$ cat config.mk
export PLATFORM = sky130hd
export DESIGN_NAME = rvc_fetch_aligner_flat
export DESIGN_NICKNAME = d
export VERILOG_FILES = /design/src/rtl/rvc_fetch_aligner_pkg.sv /design/src/rtl/rvc_fetch_aligner_if.sv /design/src/rtl/rvc_fetch_aligner_expander.sv /design/src/rtl/rvc_fetch_aligner.sv /design/src/flat_wrapper.sv
export SDC_FILE = /design/constraint.sdc
export NUM_CORES = 1
export LEC_CHECK = 0
export CORE_MARGIN = 4
export CORE_UTILIZATION = 59
export CTS_BUF_LIST = sky130_fd_sc_hd__clkbuf_2
export DETAILED_ROUTE_END_ITERATION = 16
export GPL_TIMING_DRIVEN = 1
export PLACE_DENSITY_LB_ADDON = 0.25
export SLEW_MARGIN = 20
export SYNTH_ARGS = -nofsm -noshare
export SYNTH_HDL_FRONTEND = slang
export SYNTH_SLANG_ARGS = --single-unit
$ cat constraint.sdc
create_clock -name clk -period 5.8 [get_ports clk]
set_clock_uncertainty 0.2 [all_clocks]
set_input_delay 1.16 -clock clk [delete_from_list [all_inputs] [get_ports clk]]
set_output_delay 1.16 -clock clk [all_outputs]
set_load 0.005 [all_outputs]
$ cat src/rtl/rvc_fetch_aligner_pkg.sv
// Shared types and RV32I encoding constants for the RVC fetch aligner.
package RVC_Align_Pkg;

    localparam int PARCEL_W = 16;

    typedef logic [PARCEL_W-1:0] parcel_t;

    typedef enum logic {
        RUN  = 1'b0,
        SKIP = 1'b1
    } align_state_e;

    localparam logic [6:0] OP_LOAD   = 7'h03;
    localparam logic [6:0] OP_IMM    = 7'h13;
    localparam logic [6:0] OP_STORE  = 7'h23;
    localparam logic [6:0] OP_REG    = 7'h33;
    localparam logic [6:0] OP_LUI    = 7'h37;
    localparam logic [6:0] OP_BRANCH = 7'h63;
    localparam logic [6:0] OP_JALR   = 7'h67;
    localparam logic [6:0] OP_JAL    = 7'h6F;

    function automatic logic is_rvc(parcel_t p);
        return p[1:0] != 2'b11;
    endfunction

endpackage

$ cat src/rtl/rvc_fetch_aligner_if.sv
// Fetch/decode handshake bundle for the aligner.
// out_pc exists only when RVC_PC_TRACK_EN is defined.
interface rvc_fetch_aligner_if #(
    parameter int FETCH_W = 32
);
    logic [FETCH_W-1:0] fetch_data;
    logic               fetch_valid;
    logic               fetch_ready;
    logic               flush;
    logic [31:0]        flush_pc;
    logic [31:0]        out_inst;
    logic               out_is_rvc;
    logic               out_illegal;
    logic               out_valid;
    logic               out_ready;
`ifdef RVC_PC_TRACK_EN
    logic [31:0]        out_pc;
`endif

    modport slave (
`ifdef RVC_PC_TRACK_EN
        output out_pc,
`endif
        input  fetch_data, fetch_valid, flush, flush_pc, out_ready,
        output fetch_ready, out_inst, out_is_rvc, out_illegal, out_valid
    );

    modport master (
`ifdef RVC_PC_TRACK_EN
        input  out_pc,
`endif
        output fetch_data, fetch_valid, flush, flush_pc, out_ready,
        input  fetch_ready, out_inst, out_is_rvc, out_illegal, out_valid
    );

endinterface

$ cat src/rtl/rvc_fetch_aligner_expander.sv
// Combinational RV32C -> RV32I expander with illegal-encoding flag.
module rvc_expander
    import RVC_Align_Pkg::*;
(
    input  parcel_t     parcel,
    output logic [31:0] inst,
    output logic        illegal
);
    logic [15:0] c;
    logic [4:0]  rd, rs2, rs1p, rdp;
    logic [2:0]  alu_f3;
    logic [31:0] exp;
    logic        bad;

    assign c      = parcel;
    assign rd     = c[11:7];
    assign rs2    = c[6:2];
    assign rs1p   = {2'b01, c[9:7]};
    assign rdp    = {2'b01, c[4:2]};
    assign alu_f3 = (c[6:5] == 2'b00) ? 3'b000 : {1'b1, c[6], c[6] & c[5]};

    always_comb begin
        exp = '0;
        bad = 1'b0;
        unique case ({c[1:0], c[15:13]})
            5'b00_000: begin
                exp = {2'b0, c[10:7], c[12:11], c[5], c[6], 2'b0,
                       5'd2, 3'b000, rdp, OP_IMM};
                bad = (c[12:5] == 8'h0);
            end
            5'b00_010: exp = {5'b0, c[5], c[12:10], c[6], 2'b0,
                              rs1p, 3'b010, rdp, OP_LOAD};
            5'b00_110: exp = {5'b0, c[5], c[12], rdp, rs1p, 3'b010,
                              c[11:10], c[6], 2'b0, OP_STORE};
            5'b01_000: exp = {{6{c[12]}}, c[12], c[6:2], rd, 3'b000, rd, OP_IMM};
            5'b01_001, 5'b01_101: begin
                exp = {c[12], c[8], c[10:9], c[6], c[7], c[2], c[11], c[5:3],
                       c[12], {8{c[12]}}, {4'b0, ~c[15]}, OP_JAL};
            end
            5'b01_010: exp = {{6{c[12]}}, c[12], c[6:2], 5'd0, 3'b000, rd, OP_IMM};
            5'b01_011: begin
                if (rd == 5'd2) begin
                    exp = {{3{c[12]}}, c[4:3], c[5], c[2], c[6], 4'b0,
                           5'd2, 3'b000, 5'd2, OP_IMM};
                end else begin
                    exp = {{14{c[12]}}, c[12], c[6:2], rd, OP_LUI};
                end
                bad = ({c[12], c[6:2]} == 6'd0);
            end
            5'b01_100: begin
                unique case (c[11:10])
                    2'b00: begin
                        exp = {7'b0, c[6:2], rs1p, 3'b101, rs1p, OP_IMM};
                        bad = c[12];
                    end
                    2'b01: begin
                        exp = {7'b0100000, c[6:2], rs1p, 3'b101, rs1p, OP_IMM};
                        bad = c[12];
                    end
                    2'b10: exp = {{6{c[12]}}, c[12], c[6:2], rs1p, 3'b111, rs1p, OP_IMM};
                    default: begin
                        exp = {(c[6:5] == 2'b00) ? 7'b0100000 : 7'b0,
                               rdp, rs1p, alu_f3, rs1p, OP_REG};
                        bad = c[12];
                    end
                endcase
            end
            5'b01_110, 5'b01_111: begin
                exp = {c[12], {3{c[12]}}, c[6:5], c[2], 5'd0, rs1p,
                       {2'b00, c[13]}, c[11:10], c[4:3], c[12], OP_BRANCH};
            end
            5'b10_000: begin
                exp = {7'b0, c[6:2], rd, 3'b001, rd, OP_IMM};
                bad = c[12];
            end
            5'b10_010: begin
                exp = {4'b0, c[3:2], c[12], c[6:4], 2'b0, 5'd2, 3'b010, rd, OP_LOAD};
                bad = (rd == 5'd0);
            end
            5'b10_100: begin
                if (!c[12]) begin
                    if (rs2 == 5'd0) begin
                        exp = {12'b0, rd, 3'b000, 5'd0, OP_JALR};
                        bad = (rd == 5'd0);
                    end else begin
                        exp = {7'b0, rs2, 5'd0, 3'b000, rd, OP_REG};
                    end
                end else if (rs2 == 5'd0) begin
                    exp = (rd == 5'd0) ? 32'h0010_0073
                                       : {12'b0, rd, 3'b000, 5'd1, OP_JALR};
                end else begin
                    exp = {7'b0, rs2, rd, 3'b000, rd, OP_REG};
                end
            end
            5'b10_110: exp = {4'b0, c[8:7], c[12], rs2, 5'd2, 3'b010,
                              c[11:9], 2'b0, OP_STORE};
            default: bad = 1'b1;
        endcase
    end

    assign illegal = bad;
    assign inst    = bad ? {16'h0, c} : exp;

endmodule

$ cat src/rtl/rvc_fetch_aligner.sv
// Fetch-word to instruction aligner with RVC expansion.
// RVC_PC_TRACK_EN adds a PC register and the out_pc output.
module rvc_fetch_aligner
    import RVC_Align_Pkg::*;
#(
    parameter int          FETCH_W     = 32,
    parameter int          BUF_PARCELS = 6,
    parameter logic [31:0] RESET_PC    = 32'h0
) (
    input logic                clk,
    input logic                rst_n,
    rvc_fetch_aligner_if.slave bus
);
    localparam int NP = FETCH_W / PARCEL_W;
    localparam int PW = $clog2(BUF_PARCELS);
    localparam int CW = $clog2(BUF_PARCELS + 1);

    typedef logic [PW-1:0] ptr_t;
    typedef logic [CW-1:0] cnt_t;

    parcel_t      buffer [BUF_PARCELS];
    ptr_t         head, tail;
    cnt_t         count, n_push, n_pop;
    align_state_e state;
    parcel_t      h0, h1;
    logic         is32, complete, push, issue, skip_lo;
    logic [31:0]  exp_inst, out_inst;
    logic         exp_illegal, out_valid, out_is_rvc, out_illegal;

    function automatic ptr_t wrap(ptr_t p, int k);
        int s;
        s = int'(p) + k;
        return ptr_t'((s >= BUF_PARCELS) ? s - BUF_PARCELS : s);
    endfunction

    // PCs are halfword aligned; the buffer must hold a word plus a straddler
    always_comb assert (BUF_PARCELS >= NP + 1 && RESET_PC[0] == 1'b0);

    assign h0       = buffer[head];
    assign h1       = buffer[wrap(head, 1)];
    assign is32     = !is_rvc(h0);
    assign complete = is32 ? (count >= cnt_t'(2)) : (count != '0);
    assign skip_lo  = (state == SKIP);

    assign bus.fetch_ready = (BUF_PARCELS - int'(count)) >= NP;
    assign push  = bus.fetch_valid && bus.fetch_ready && !bus.flush;
    assign issue = complete && (!out_valid || bus.out_ready) && !bus.flush;

    assign n_push = push ? cnt_t'(skip_lo ? NP - 1 : NP) : '0;
    assign n_pop  = issue ? (is32 ? cnt_t'(2) : cnt_t'(1)) : '0;

    rvc_expander u_exp (
        .parcel  (h0),
        .inst    (exp_inst),
        .illegal (exp_illegal)
    );

    always_ff @(posedge clk or negedge rst_n) begin
        if (!rst_n) begin
            for (int i = 0; i < BUF_PARCELS; i++) buffer[i] <= '0;
        end else if (push) begin
            for (int i = 0; i < NP; i++) begin
                if (!(skip_lo && i == 0)) begin
                    buffer[wrap(tail, skip_lo ? i - 1 : i)] <=
                        bus.fetch_data[i*PARCEL_W +: PARCEL_W];
                end
            end
        end
    end

    always_ff @(posedge clk or negedge rst_n) begin
        if (!rst_n) begin
            head  <= '0;
            tail  <= '0;
            count <= '0;
            state <= RUN;
        end else if (bus.flush) begin
            head  <= '0;
            tail  <= '0;
            count <= '0;
            state <= bus.flush_pc[1] ? SKIP : RUN;
        end else begin
            if (push) begin
                tail <= wrap(tail, int'(n_push));
                if (skip_lo) state <= RUN;
            end
            if (issue) head <= wrap(head, int'(n_pop));
            count <= count + n_push - n_pop;
        end
    end

    always_ff @(posedge clk or negedge rst_n) begin
        if (!rst_n) begin
            out_valid   <= 1'b0;
            out_inst    <= '0;
            out_is_rvc  <= 1'b0;
            out_illegal <= 1'b0;
        end else if (bus.flush) begin
            out_valid <= 1'b0;
        end else if (issue) begin
            out_valid   <= 1'b1;
            out_inst    <= is32 ? {h1, h0} : exp_inst;
            out_is_rvc  <= !is32;
            out_illegal <= !is32 && exp_illegal;
        end else if (bus.out_ready) begin
            out_valid <= 1'b0;
        end
    end

    assign bus.out_valid   = out_valid;
    assign bus.out_inst    = out_inst;
    assign bus.out_is_rvc  = out_is_rvc;
    assign bus.out_illegal = out_illegal;

`ifdef RVC_PC_TRACK_EN
    logic [31:0] pc, out_pc;

    always_ff @(posedge clk or negedge rst_n) begin
        if (!rst_n) begin
            pc     <= RESET_PC;
            out_pc <= RESET_PC;
        end else if (bus.flush) begin
            pc     <= bus.flush_pc;
            out_pc <= bus.flush_pc;
        end else if (issue) begin
            out_pc <= pc;
            pc     <= pc + (is32 ? 32'd4 : 32'd2);
        end
    end

    assign bus.out_pc = out_pc;
`endif

endmodule
$ cat src/flat_wrapper.sv
// flat-port wrapper written by rule: the top's interface ports become plain ports
module rvc_fetch_aligner_flat import RVC_Align_Pkg::*;
#(
    parameter int          FETCH_W     = 32,
    parameter int          BUF_PARCELS = 6,
    parameter logic [31:0] RESET_PC    = 32'h0
)
  (clk, rst_n, bus_fetch_data, bus_fetch_valid, bus_flush, bus_flush_pc, bus_out_ready, bus_fetch_ready, bus_out_inst, bus_out_is_rvc, bus_out_illegal, bus_out_valid);
  rvc_fetch_aligner_if #(.FETCH_W(FETCH_W)) bus_i ();
  input logic clk;
  input logic rst_n;
  input wire logic [$bits(bus_i.fetch_data)-1:0] bus_fetch_data;
  input wire logic [$bits(bus_i.fetch_valid)-1:0] bus_fetch_valid;
  input wire logic [$bits(bus_i.flush)-1:0] bus_flush;
  input wire logic [$bits(bus_i.flush_pc)-1:0] bus_flush_pc;
  input wire logic [$bits(bus_i.out_ready)-1:0] bus_out_ready;
  output wire logic [$bits(bus_i.fetch_ready)-1:0] bus_fetch_ready;
  output wire logic [$bits(bus_i.out_inst)-1:0] bus_out_inst;
  output wire logic [$bits(bus_i.out_is_rvc)-1:0] bus_out_is_rvc;
  output wire logic [$bits(bus_i.out_illegal)-1:0] bus_out_illegal;
  output wire logic [$bits(bus_i.out_valid)-1:0] bus_out_valid;
  assign bus_i.fetch_data = bus_fetch_data;
  assign bus_i.fetch_valid = bus_fetch_valid;
  assign bus_i.flush = bus_flush;
  assign bus_i.flush_pc = bus_flush_pc;
  assign bus_i.out_ready = bus_out_ready;
  assign bus_fetch_ready = bus_i.fetch_ready;
  assign bus_out_inst = bus_i.out_inst;
  assign bus_out_is_rvc = bus_i.out_is_rvc;
  assign bus_out_illegal = bus_i.out_illegal;
  assign bus_out_valid = bus_i.out_valid;
  rvc_fetch_aligner #(.FETCH_W(FETCH_W), .BUF_PARCELS(BUF_PARCELS), .RESET_PC(RESET_PC)) u_core (.clk(clk), .rst_n(rst_n), .bus(bus_i));
endmodule
* Word-level counts from Yosys, hierarchy flattened
Index checks and enable logic that the tools add are counted.
** Cells by class
- Add/sub/neg operators :: 13
- Multipliers :: 0
- Divide/modulo/power cells :: 0
- Order comparisons :: 13
- Equality and inequality tests :: 18
- Shifts and indexed selects :: 0
- Multiplexer cells :: 52
- Bitwise logic cells :: 7
- Reduce and logical (&&, ||, !) cells :: 25
** Operators by type and width (number)
- $pmux W32 S13 :: 1
- $bwmux W96 :: 2
- $mux W96 :: 2
- $bmux W16 S3 :: 2
- $demux W16 S3 :: 2
- $mux W16 :: 6
- $mux W32 :: 3
- $pmux W32 S3 :: 1
- $mux W25 :: 3
- $ge A32 B4 Y1 const B :: 2
- $eq A5 B4 Y1 const B :: 8
- $mux W3 :: 13
- $add A4 B32 Y32 :: 1
- $ge A32 B3 Y1 const B :: 1
- $mux W29 :: 1
- $mux W21 :: 1
- $eq A5 B5 Y1 const B :: 4
- $ge A4 B4 Y1 const B :: 4
- $not A3 Y4 :: 4
- $logic_not A5 Y1 :: 3
- $sub A3 B2 Y3 const B :: 5
- $ge A4 B3 Y1 const B :: 3
- $mux W1 :: 11
- $eq A5 B2 Y1 const B :: 2
- other kinds (28) :: 43
** Word-level totals
- Register bits after elaboration :: 141
- Bits in latches :: 0
- Bits in writable memories :: 0
- Memory bits (read-only) :: 0
- Input bits :: 69
- Output and inout bits :: 36
- Word-level logic and storage cells :: 142
- Memories kept :: 0

* Longest topological paths before layout
- Word-level depth :: 14
- Gate-level depth with buffers :: 17
- Depth with buffers taken out :: 16

* Cells and area by module
From an unflattened synthesis, not the netlist that was laid out.
** Second synthesis, totals
- Cell total of the unflattened synthesis :: 1168
- Area, all modules :: 10576.4 um2
** Modules (own cells, without submodules)
- rvc_fetch_aligner :: times used 1, cells an instance 900, area an instance 9039.9 um2, sequential area each 3528.4 um2
- rvc_expander :: times used 1, cells an instance 268, area an instance 1536.5 um2, sequential area each 0.0 um2

* Least setup slack after synthesis
No wires, ideal clock.
- Kind :: flip-flop to flip-flop
- Start :: register u_core.state (netlist: u_core.skip_lo)
- End :: register u_core.buffer[64] (netlist bit)
- Library setup time :: 79 ps
- Data arrival time :: 3753 ps
- Data required time :: 5521 ps
- Slack :: 1768 ps
- Stages on the path, launching flop included :: 15
- Path buffers :: 2
- Period minus slack after synthesis :: 4032 ps
- Cell sequence :: dfrtp_1 ha_1 fa_1 a21oi_1 ha_1 nor4b_1 nand4_1 a2111oi_0 a21oi_1 o31a_1 or3_1 clkbuf_1 a21oi_2 buf_2 a2bb2oi_1
** Between the ends
- Longest elaborated chain between the ends :: 13
- Elaborated cells on any way between the ends :: 26
- Those cells by class :: 4 x add/sub; 6 x order compare; 12 x mux; 2 x bitwise; 2 x reduce/logical
** Ends and longest elaborated chain
- start: declaration :: line rvc_fetch_aligner.sv:24 : align_state_e state;
- start signal: assignment :: line rvc_fetch_aligner.sv:81 : state <= bus.flush_pc[1] ? SKIP : RUN;
- $mux W32 :: line rvc_fetch_aligner.sv:64 : buffer[wrap(tail, skip_lo ? i - 1 : i)] <=
- $add A4 B32 Y32 :: line rvc_fetch_aligner.sv:32 : s = int'(p) + k;
- $ge A32 B4 Y1 or $sub A3 B2 Y3 (tied branches) :: line rvc_fetch_aligner.sv:33 : return ptr_t'((s >= BUF_PARCELS) ? s - BUF_PARCELS : s);
- $mux W3 :: line rvc_fetch_aligner.sv:33
- $not A3 Y4 :: line rvc_fetch_aligner.sv:64
- $ge A4 B4 Y1 (not written as such) or $lt A4 B1 Y1 (tied branches) :: line rvc_fetch_aligner.sv:64
- $logic_and A1 B1 Y1 (not written as such) :: line rvc_fetch_aligner.sv:64
- $mux W16 :: line rvc_fetch_aligner.sv:64
- $demux W16 S3 :: line rvc_fetch_aligner.sv:64
- $bwmux W96 :: line rvc_fetch_aligner.sv:64
- $mux W96 :: line rvc_fetch_aligner.sv:63 : if (!(skip_lo && i == 0)) begin
- $mux W96 :: line rvc_fetch_aligner.sv:61 : end else if (push) begin
- $bwmux W96 (*) :: line rvc_fetch_aligner.sv:64
- end signal: indexed assignment :: line rvc_fetch_aligner.sv:64
- end: declaration :: line rvc_fetch_aligner.sv:21 : parcel_t buffer [BUF_PARCELS];
Mark *: on every way between the ends. The rest lies on a longest branch, timed or not. The select of a mux whose other input is x is not followed.
A chain may end at the register's enable or synchronous reset.

* Final worst setup path
- Start :: register u_core.state (netlist: u_core.skip_lo)
- End :: register u_core.buffer[42] (netlist bit)
Same word-level chain as after synthesis.

==> run_results.csv <==
group,metric,value,unit
outcome,run_status,"completed",
logic_synthesis,synth_edf_count,0,
floorplan,die_h,136.3,µm
routing,routed_antenna_nets,0,
pwr,p_per_area,668.8,nW/µm²
sta,timing.setup.tns,0,ns
clock_network,postCtsSetupRepairBufs,0,
logic_synthesis,count_of_different_cell_masters_after_synthesis,81,
logic_synthesis,number_of_warning_messages_in_the_yosys_log,0,
logic_synthesis,most_frequent_cell_after_synthesis,"dfrtp_1",
global_route,grt_pass1_wl,50940,µm
routing,detail_route.wirelength,32710,µm
global_route,global_route.overflow_total,0,
placement,port-buffer-count,73,
logic_synthesis,synth_fp_nets,1117,
logic_synthesis,synthDominantAreaCellType,"dfrtp_1",
layout,layout_cells_sized_above_1,0.1220,
global_route,grt_antenna_before_repair,1,
pwr,p_leak,4.250,nW
sta,relSlewSlack,0.2698,
routing,post-route-drc-count,0,
flow_run,max_cap_violation_count,0,
min_path,min-delay-path-class,"in2async",
logic_synthesis,synth_top_cells_by_count,"dfrtp_1, o22ai_1, a2bb2oi_1, nor2_1, nand2_1",
routing,detail_route.vias_per_cell,7.352,
floorplan,initial_core_utilization,0.6065,
routing,routedWlPerCell,25.33,µm
routing,drt_iter0_markers,1464,
layout,fillCellCount,1330,
worst_setup_path,crit_path_start_kind,"flip-flop",
sta,fmax,201.1,MHz
clock_network,insertion_delay,0.79,ns
logic_synthesis,synthesis.area_per_instance,9.561,µm²
clock_network,numClockSinks,141,
sta,timing_max_transition_violations_final,0,
sta,final_critical_path_setup_slack,0.8282,ns
floorplan,overall_die_area,18560,µm²
placement,dpl-instance-area,10650,µm²
sta,tightestPinTransition,1.095,ns
sta,final_setup_vio_count,0,
worst_setup_path,setup.worst_path.end_class,"flip-flop",
pwr,ir_drop,0.3208,mV
floorplan,fp.coreArea,16000,µm²
logic_synthesis,ys_dominant_reg_cell,"dfrtp_1",
placement,place_worst_setup_slack,0.9940,ns
clock_network,cts_root_buf,"clkbuf_2",
global_route,globalRouteTotalUtil,0.3546,
floorplan,floorplan.die.width,136.3,µm
logic_synthesis,synthesis.instances,1015,
logic_synthesis,synth_largest_type_area_fraction,0.3636,
layout,flow.area_growth_from_synthesis,12.74,%
floorplan,io_pins,105,
logic_synthesis,synthArstFlopShare,1.000,
clock_network,tritoncts_clock_tree,"yes",
global_route,vias_in_the_first_global_route,9049,
worst_setup_path,crit_type,"reg2reg",
routing,firstDrtPassIters,6,
worst_setup_path,startpoint,"u_core.skip_lo",
worst_setup_path,reg2reg_from,"u_core.skip_lo",
floorplan,row_count,46,
logic_synthesis,synth_seq_area_share,0.3636,
sta,final_min_period_over_clock_period,0.8572,
placement,dp.final_hpwl,22060,µm
worst_setup_path,worst-path-max-fanout,22,
clock_network,cts_max_level,4,
worst_setup_path,worstPathArrival,5.46,ns
sta,setup_repair_after_global_routing_missed_its_margin,"no",
layout,utilization,0.6838,
routing,routed-via-count,9491,
clock_network,numCtsBuffers,17,
logic_synthesis,synth.ff_latch_count,141,
clock_network,cts_hold_buf,0,
placement,gpl.final_weighted_congestion,1.021,
clock_network,clock_path_buffers,2,
layout,finish.net_count,1165,
global_route,grt_start_max_net_pins,101,
sta,fin_crit,4.972,ns
worst_setup_path,cp.required,6.29,ns
logic_synthesis,post_synth_main_area_contributors,"dfrtp_1, a2bb2oi_1, o22ai_1",
layout,final_cell_area,10940,µm²
clock_network,gates_resized_cts_repair,0,
clock_network,clkSlewWorstSetupHoldPaths,0.20,ns
logic_synthesis,mappedNetlistArea,9704,µm²
sta,timing.final.hold_violations,0,
-- cells in the final DEF, fill, tap and decap left out, types with 5 or more instances in the layout --
cell type and instances:
nor3_1 25, and2_1 7, inv_1 16, nand4_1 9, mux2_2 19, o31ai_1 6
nand2_1 60, bufinv_16 5, o2111ai_1 5, o22ai_1 112, or2_2 8, mux4_2 18
nand2b_1 8, a2bb2oi_1 97, dfrtp_1 139, o211ai_1 7, o21ai_0 36, clkdlybuf4s50_1 72
a221oi_1 9, nand3_1 14, o311ai_1 8, nor2b_1 5, nor2_1 67, a211oi_1 6
buf_4 36, a21oi_1 51, a211o_1 5, a21oi_2 6, clkbuf_2 18, fa_1 5
a22oi_1 8, mux2i_1 46, ha_1 28, a31oi_1 10
-- area by class of cell --
class	count	area [µm²]	share of cell area
multi-input combinational	775	5778	0.5281
clock inverter	12	195.2	0.01784
inverter	19	71.32	0.006519
antenna	1	2.502	0.0002287
timing repair buffer	109	1002	0.09161
tap	216	270.3	0.02470
clock buffer	18	90.09	0.008234
sequential	141	3531	0.3227
-- flip-flops by register name, summed over array words and instances, names as in the netlist --
name                    flops
u_core.tail                 3
u_core.bus.out_illegal      1
u_core.head                 3
u_core.skip_lo              1
u_core.count                3
u_core.bus.out_valid        1
u_core.bus.out_is_rvc       1
u_core.bus.out_inst        32
u_core.buffer              96
-- cell families after synthesis --
group,count (synthesis),synth area share
adders and majority gates,33,0.04642
DFF,141,0.3636
and+or+nand+nor,233,0.1166
muxes,86,0.1151
AOI/OAI and AO/OA,417,0.3097
xor gates and xnor gates,6,0.005416
buffers and inverters,99,0.04319
-- report_power, final --
part           total [W]  leakage [nW]  switching [W]  internal, W
registers        0.00184          1.64       0.000398      0.00144
clock network   0.000700         0.161       0.000378     0.000322
logic            0.00478          2.44        0.00285      0.00193
total            0.00732          4.25        0.00362      0.00369
-- worst paths after layout --
check | depth (start not counted) | slack, ns | end
worst max-delay path | 13 | 0.83 | u_core.buffer[42]
worst min-delay path | 1 | 0.22 | u_core.tail[2]
worst max register to register | 13 | 0.83 | u_core.buffer[42]
worst min register to register | 2 | 0.31 | u_core.bus.out_inst[29]
max in group asynchronous | 2 | 4.10 | u_core.bus.out_inst[31]
min in group clk | 2 | 0.31 | u_core.bus.out_inst[29]
-- critical path, cell delays in order (launching register included) --
cell and delay (ns):
dfrtp_1 0.70, ha_1 0.38, fa_1 0.46, a21oi_1 0.27, ha_1 0.17, nor4b_1 0.25, nand4_1 0.14, a2111oi_0 0.32
a21oi_1 0.21, xnor2_1 0.18, or4_1 0.85, a21oi_2 0.32, buf_4 0.24, a2bb2oi_1 0.20
-- layer usage --
metal,global-route usage,wire length (µm),vias to the layer above
met2,0.5358,14580,706
met3,0.08105,3889,154
met1,0.4877,12830,4518
met4,0.1624,1407,0
li1,-,-,4113
met5,0,0,-
-- metrics by stage --
stage	hold WS [ns]	power [W]	cells
floorplan	0.2726	0.004879	1015
global placement	0.2606	0.006349	1260
detailed placement	0.2729	0.006425	1260
CTS	0.2724	0.007135	1290
global route	0.3145	0.007684	1291
finish	0.2228	0.007317	1291
Power figures use the tool's default switching activity.
